<file path="src/rtl/digit_serial_cpa.sv">
`default_nettype none
// ============================================================================
// Module   : digit_serial_cpa
// Brief    : Multi-cycle digit-serial carry-propagate adder. Adds two
//            WIDTH-bit operands DIGIT bits per clock. The carry between
//            digits is kept in a register, so the combinational carry chain
//            is only DIGIT bits long. An operation takes N = WIDTH/DIGIT
//            clocks and uses a start/busy/done handshake.
// Options  : `define DIGIT_SERIAL_CPA_SUB_EN adds a 'sub' input. When sub=1
//            at the accept edge, the block computes a + ~b + 1, and c_out=1
//            then means "no borrow".
// Revision : 1.0  initial release
// ============================================================================
module digit_serial_cpa #(
    parameter int WIDTH = 16,   // operand/sum width, multiple of DIGIT
    parameter int DIGIT = 4     // bits added per clock (1..WIDTH)
) (
    input  logic             clk,
    input  logic             rst,
    input  logic             start,
`ifdef DIGIT_SERIAL_CPA_SUB_EN
    input  logic             sub,
`endif
    input  logic [WIDTH-1:0] a,
    input  logic [WIDTH-1:0] b,
    input  logic             c_in,
    output logic             busy,
    output logic             done,
    output logic [WIDTH-1:0] s,
    output logic             c_out
);

    // Number of digit steps per operation and the counter that walks them.
    localparam int N     = WIDTH / DIGIT;
    localparam int CNT_W = (N > 1) ? $clog2(N) : 1;

    localparam logic [CNT_W-1:0] c_last_digit = CNT_W'(N - 1);
    localparam logic [CNT_W-1:0] c_cnt_one    = CNT_W'(1);

    // Two-state controller.
    localparam logic [0:0] c_idle = 1'b0;
    localparam logic [0:0] c_busy = 1'b1;

    // ------------------------------------------------------------------
    // State: flops (_q) and their next-state values (_d)
    // ------------------------------------------------------------------
    logic [0:0]       state_q, state_d;
    logic [CNT_W-1:0] cnt_q,   cnt_d;
    logic [WIDTH-1:0] a_sh_q,  a_sh_d;
    logic [WIDTH-1:0] b_sh_q,  b_sh_d;
    logic             carry_q, carry_d;
    logic [WIDTH-1:0] acc_q,   acc_d;
    logic [WIDTH-1:0] s_q,     s_d;
    logic             c_out_q, c_out_d;
    logic             done_q,  done_d;

    // ------------------------------------------------------------------
    // Datapath wires
    // ------------------------------------------------------------------
    logic [DIGIT-1:0] w_a_digit;
    logic [DIGIT-1:0] w_b_digit;
    logic [DIGIT:0]   w_digit_sum;    // {carry, digit}
    logic [DIGIT-1:0] w_digit;
    logic             w_carry;
    logic [WIDTH-1:0] w_acc_next;     // accumulator with new digit shifted in
    logic [WIDTH-1:0] w_b_load;       // B as it is latched at accept
    logic             w_carry_init;   // carry register value at accept

    // Operand conditioning at the accept edge: subtraction inverts B and
    // forces the initial carry to 1 (two's complement), ignoring c_in.
`ifdef DIGIT_SERIAL_CPA_SUB_EN
    assign w_b_load     = sub ? ~b : b;
    assign w_carry_init = sub ? 1'b1 : c_in;
`else
    assign w_b_load     = b;
    assign w_carry_init = c_in;
`endif

    // One DIGIT-bit slice of the adder: lowest digit of each shifted
    // operand plus the registered carry, producing a DIGIT+1-bit result.
    assign w_a_digit   = a_sh_q[DIGIT-1:0];
    assign w_b_digit   = b_sh_q[DIGIT-1:0];
    assign w_digit_sum = {1'b0, w_a_digit} + {1'b0, w_b_digit}
                       + {{DIGIT{1'b0}}, carry_q};
    assign w_digit     = w_digit_sum[DIGIT-1:0];
    assign w_carry     = w_digit_sum[DIGIT];

    // New digit enters at the top of the accumulator. After N steps the
    // first (least significant) digit has arrived at bit 0. Written as
    // shifts so the DIGIT == WIDTH case needs no special slicing.
    assign w_acc_next = (acc_q >> DIGIT) | (WIDTH'(w_digit) << (WIDTH - DIGIT));

    // Next-state logic for the controller and datapath registers.
    always_comb begin
        state_d = state_q;
        cnt_d   = cnt_q;
        a_sh_d  = a_sh_q;
        b_sh_d  = b_sh_q;
        carry_d = carry_q;
        acc_d   = acc_q;
        s_d     = s_q;
        c_out_d = c_out_q;
        done_d  = 1'b0;   // done is a single-cycle pulse

        case (state_q)
            c_idle: begin
                // Accept also fires in the done cycle, which gives
                // back-to-back operations with no idle gap.
                if (start) begin
                    a_sh_d  = a;
                    b_sh_d  = w_b_load;
                    carry_d = w_carry_init;
                    cnt_d   = '0;
                    acc_d   = '0;
                    state_d = c_busy;
                end
            end
            c_busy: begin
                // start is not looked at here: requests while busy are dropped.
                carry_d = w_carry;
                acc_d   = w_acc_next;
                a_sh_d  = a_sh_q >> DIGIT;
                b_sh_d  = b_sh_q >> DIGIT;
                cnt_d   = cnt_q + c_cnt_one;
                if (cnt_q == c_last_digit) begin
                    // Result ports change only here, so partial sums
                    // never reach the display path.
                    s_d     = w_acc_next;
                    c_out_d = w_carry;
                    done_d  = 1'b1;
                    state_d = c_idle;
                end
            end
            default: begin
                state_d = c_idle;
            end
        endcase
    end

    // Register update; reset aborts any operation in progress.
    always_ff @(posedge clk or posedge rst) begin
        if (rst) begin
            state_q <= c_idle;
            cnt_q   <= '0;
            a_sh_q  <= '0;
            b_sh_q  <= '0;
            carry_q <= 1'b0;
            acc_q   <= '0;
            s_q     <= '0;
            c_out_q <= 1'b0;
            done_q  <= 1'b0;
        end else begin
            state_q <= state_d;
            cnt_q   <= cnt_d;
            a_sh_q  <= a_sh_d;
            b_sh_q  <= b_sh_d;
            carry_q <= carry_d;
            acc_q   <= acc_d;
            s_q     <= s_d;
            c_out_q <= c_out_d;
            done_q  <= done_d;
        end
    end

    assign busy  = (state_q == c_busy);
    assign done  = done_q;
    assign s     = s_q;
    assign c_out = c_out_q;

endmodule
`default_nettype wire
</file>
<file path="config.mk">
export PLATFORM = sky130hd
export DESIGN_NAME = digit_serial_cpa
export DESIGN_NICKNAME = d
export VERILOG_FILES = /design/src/rtl/digit_serial_cpa.sv
export SDC_FILE = /design/constraint.sdc
export NUM_CORES = 1
export LEC_CHECK = 0
export CAP_MARGIN = 10
export CORE_ASPECT_RATIO = 1.2
export CORE_MARGIN = 5
export CORE_UTILIZATION = 48
export CTS_BUF_LIST = sky130_fd_sc_hd__clkbuf_2
export DETAILED_ROUTE_END_ITERATION = 10
export MAX_ROUTING_LAYER = met4
export PLACE_DENSITY = 0.78
export SYNTH_ARGS = -nofsm -noshare
export SYNTH_HDL_FRONTEND = slang
export SYNTH_SLANG_ARGS = --single-unit
</file>
<file path="constraint.sdc">
create_clock -name clk -period 2.13 [get_ports clk]
set_input_delay 0.639 -clock clk [delete_from_list [all_inputs] [get_ports clk]]
set_output_delay 0.639 -clock clk [all_outputs]
set_load 0.03 [all_outputs]
</file>
==> impl_metrics.csv <==
group,metric,value,unit
floorplanning,core,5930,µm²
setup_path,crit_type,"reg2out",
yosys,ys_seq_elements,66,
sta,fin_skew,0.0264,ns
floorplanning,fp.dieH,95.1,µm
run_status,outcome,"finished, final reports clean",
detailed_routing,wire_per_inst,13.7,µm
setup_path,crit_path_end_kind,"output pin",
global_route,grtUsageTotal,16.7,%
yosys,yosys_warnings,0,
cells_and_area,nNetsFinal,354,
yosys,seq_area_frac_synth,57.0,%
setup_path,timing.rr.end,"c_out",
floorplanning,die_area,7690,µm²
setup_path,path_buf_inv,1,
detailed_routing,drtPass1Iterations,4,
clock_tree,htreeDepth,3,
run,cap_viol_max_count,0,
clock_tree,clk_latency,0.46,ns
cells_and_area,final_cells,399,
setup_path,slowest_delay,0.42,ns
yosys,syn-num-nets,298,
min_path,hold_start,"b_sh_q[9]",
setup_path,reg2reg_setup_slack,0.23,ns
sta,fin_crit,1.93,ns
setup_path,worstPathCellList,"dlygate4sd2_1",
sta,tightest_slew,0.458,ns
floorplanning,fp.dieW,80.9,µm
sta,setup_tns,0,ns
floorplanning,rows,31,
power_and_ir_drop,finalPower,4.50,mW
yosys,syn_area_per_cell,11.3,µm²
cells_and_area,antenna_cells,0,
clock_tree,cts_resized,19,
place,dp_hpwl,3.89,mm
yosys,synth_cells,256,
min_path,min_path_cells,2,
setup_path,ff2ff_path_depth,5,
min_path,hold_end,"b_sh_q[5]",
power_and_ir_drop,ir_worst_vdd,0.503,mV
floorplanning,start_util,48.8,%
sta,fmax,0.518,GHz
setup_path,worst_setup_path_start_kind,"flip-flop",
global_route,grt.overflow.total,0,
clock_tree,numCtsBuffers,9,
sta,maxSlewViolCount,0,
clock_tree,cts_setup_buffers,0,
sta,hold_viol,0,
cells_and_area,multi_input_area,1150,µm²
cells_and_area,regArea,1650,µm²
power_and_ir_drop,p_leak,1.77,nW
sta,grt_setup_unrepaired,"false",
detailed_routing,drt.antenna.violating_nets,0,
clock_tree,hold_buffers,0,
min_path,hp-class,"reg2reg",
place,port_buffers,54,
place,place_inst,383,
global_route,grt_pass1_wl,9.56,mm
setup_path,crit_arrival,1.29,ns
cells_and_area,n_fill_cell,507,
setup_path,cp_slowest_cell,"dfrtp_1",
cells_and_area,layout_common_cells,"65 x dfrtp_1, 49 x nand2_1, 37 x o21ai_0",
setup_path,cp.required,1.49,ns
global_route,antenna_found_initial,0,
cells_and_area,drive_gt1_share,12.6,%
sta,setup_viol,0,
clock_tree,clk_pin_slew_worst_paths,0.18,ns
global_route,grt_pass1_vias,2113,
power_and_ir_drop,p_per_area,1240,nW/µm²
sta,slew_headroom,69.4,%
clock_tree,cts_root_buf,"clkbuf_2",
detailed_routing,drt_wl_total,5.48,mm
sta,hold_slack,0.505,ns
clock_tree,clockBufferDepth,2,
detailed_routing,route.detailed.drc,0,
setup_path,r2r-start,"a_sh_q[0]",
sta,post-route-period-util,90.6,%
detailed_routing,drtIter0Drc,68,
detailed_routing,viasPerCell,5.05,
clock_tree,cts_tree,"yes",
cells_and_area,final_common_cell,"dfrtp_1",
yosys,ys_types,28,
cells_and_area,area_delta_synth_final,25.8,%
setup_path,crit_family,"flip-flops",
detailed_routing,vias,2013,
yosys,syn_area,2900,µm²
clock_tree,cts.sinks,66,
setup_path,crit_fanout,2,
floorplanning,io_pins,55,
place,finalWeightedCongestion,0.738,
global_route,grt_max_degree,79,
cell type report:
type | instances | share of cell area [%]
clock inverter | 4 | 1.20
multi-input combinational | 170 | 31.5
sequential | 66 | 45.4
timing repair buffer | 61 | 16.9
inverter | 4 | 0.515
clock buffer | 12 | 1.65
tap | 82 | 2.82
kinds of logic after synthesis:
| logic type | share of synthesized area [%] |
|---|---|
| simple gates | 10.8 |
| flops | 57.0 |
| mux | 16.9 |
| compound gates | 8.60 |
| buf+inv | 3.28 |
| fa+ha+maj | 3.11 |
| xor+xnor | 0.303 |
metal layers:
metal | routed length [µm] | GRT usage [%] | vias up
li1 | - | - | 1000
met1 | 2350 | 19.3 | 947
met2 | 2730 | 27.3 | 52
met3 | 287 | 4.06 | 14
met4 | 116 | 8.17 | 0
met5 | 0 | - | -
cells in the mapped netlist, drive strengths merged:
library cell / count / area share [%]
mux2i: 33 / 11
or3: 1 / 0.22
nor2b: 1 / 0.22
nor4bb: 2 / 0.69
mux2: 14 / 5.4
a31o: 1 / 0.30
a221oi: 1 / 0.30
nand3: 2 / 0.35
a21o: 1 / 0.26
a21oi: 3 / 0.52
xnor2: 1 / 0.30
a22o: 1 / 0.30
dfrtp: 66 / 57
nand4bb: 1 / 0.39
buf: 10 / 2.0
nand4b: 1 / 0.30
nand2: 49 / 6.4
o21ai: 37 / 6.4
fa: 2 / 1.4
inv: 4 / 0.52
nor2: 10 / 1.3
and4b: 1 / 0.35
a211oi: 2 / 0.52
and3b: 1 / 0.30
clkbuf: 6 / 0.78
or4b: 1 / 0.35
ha: 4 / 1.7
how the worst max path moves through the flow:
stage / from / to / slack, ns / cells past startpoint
2_1_floorplan: a_sh_q[0] / carry_q / 0.36 / 5
3_3_place_gp: a_sh_q[0] / acc_q[14] / 0.31 / 5
3_5_place_dp: a_sh_q[0] / c_out / 0.24 / 5
4_1_cts: busy / busy / 0.15 / 1
5_1_grt: a_sh_q[0] / c_out / 0.07 / 5
6_report: s[15] / s[15] / 0.20 / 1
report_power, final:
part	switching, mW	internal [mW]
registers	0.278	1.73
logic	1.03	0.777
clock network	0.408	0.280
total	1.71	2.78
state kept, by name (all words and copies together), names as in the netlist:
register,cells
a_sh_q,16
b_sh_q,16
s,16
acc_q,12
cnt_q,2
busy,1
c_out,1
carry_q,1
done,1
worst reg2reg max path: stages, from the launching register on:
cell	delay [ns]
dfrtp_1	0.43
fa_1	0.46
fa_1	0.42
a21o_1	0.19
a21oi_1	0.19
o21ai_0	0.10
through the flow:
stage	setup slack (ns)	area (µm²)	util [%]
3_5_place_dp	0.244	3560	60.0
5_1_grt	0.0747	3640	61.4
4_1_cts	0.152	3640	61.4
3_3_place_gp	0.307	3560	60.0
6_report	0.200	3640	61.4
2_1_floorplan	0.361	2900	-
No activity file was read; power rests on OpenSTA's default activity.
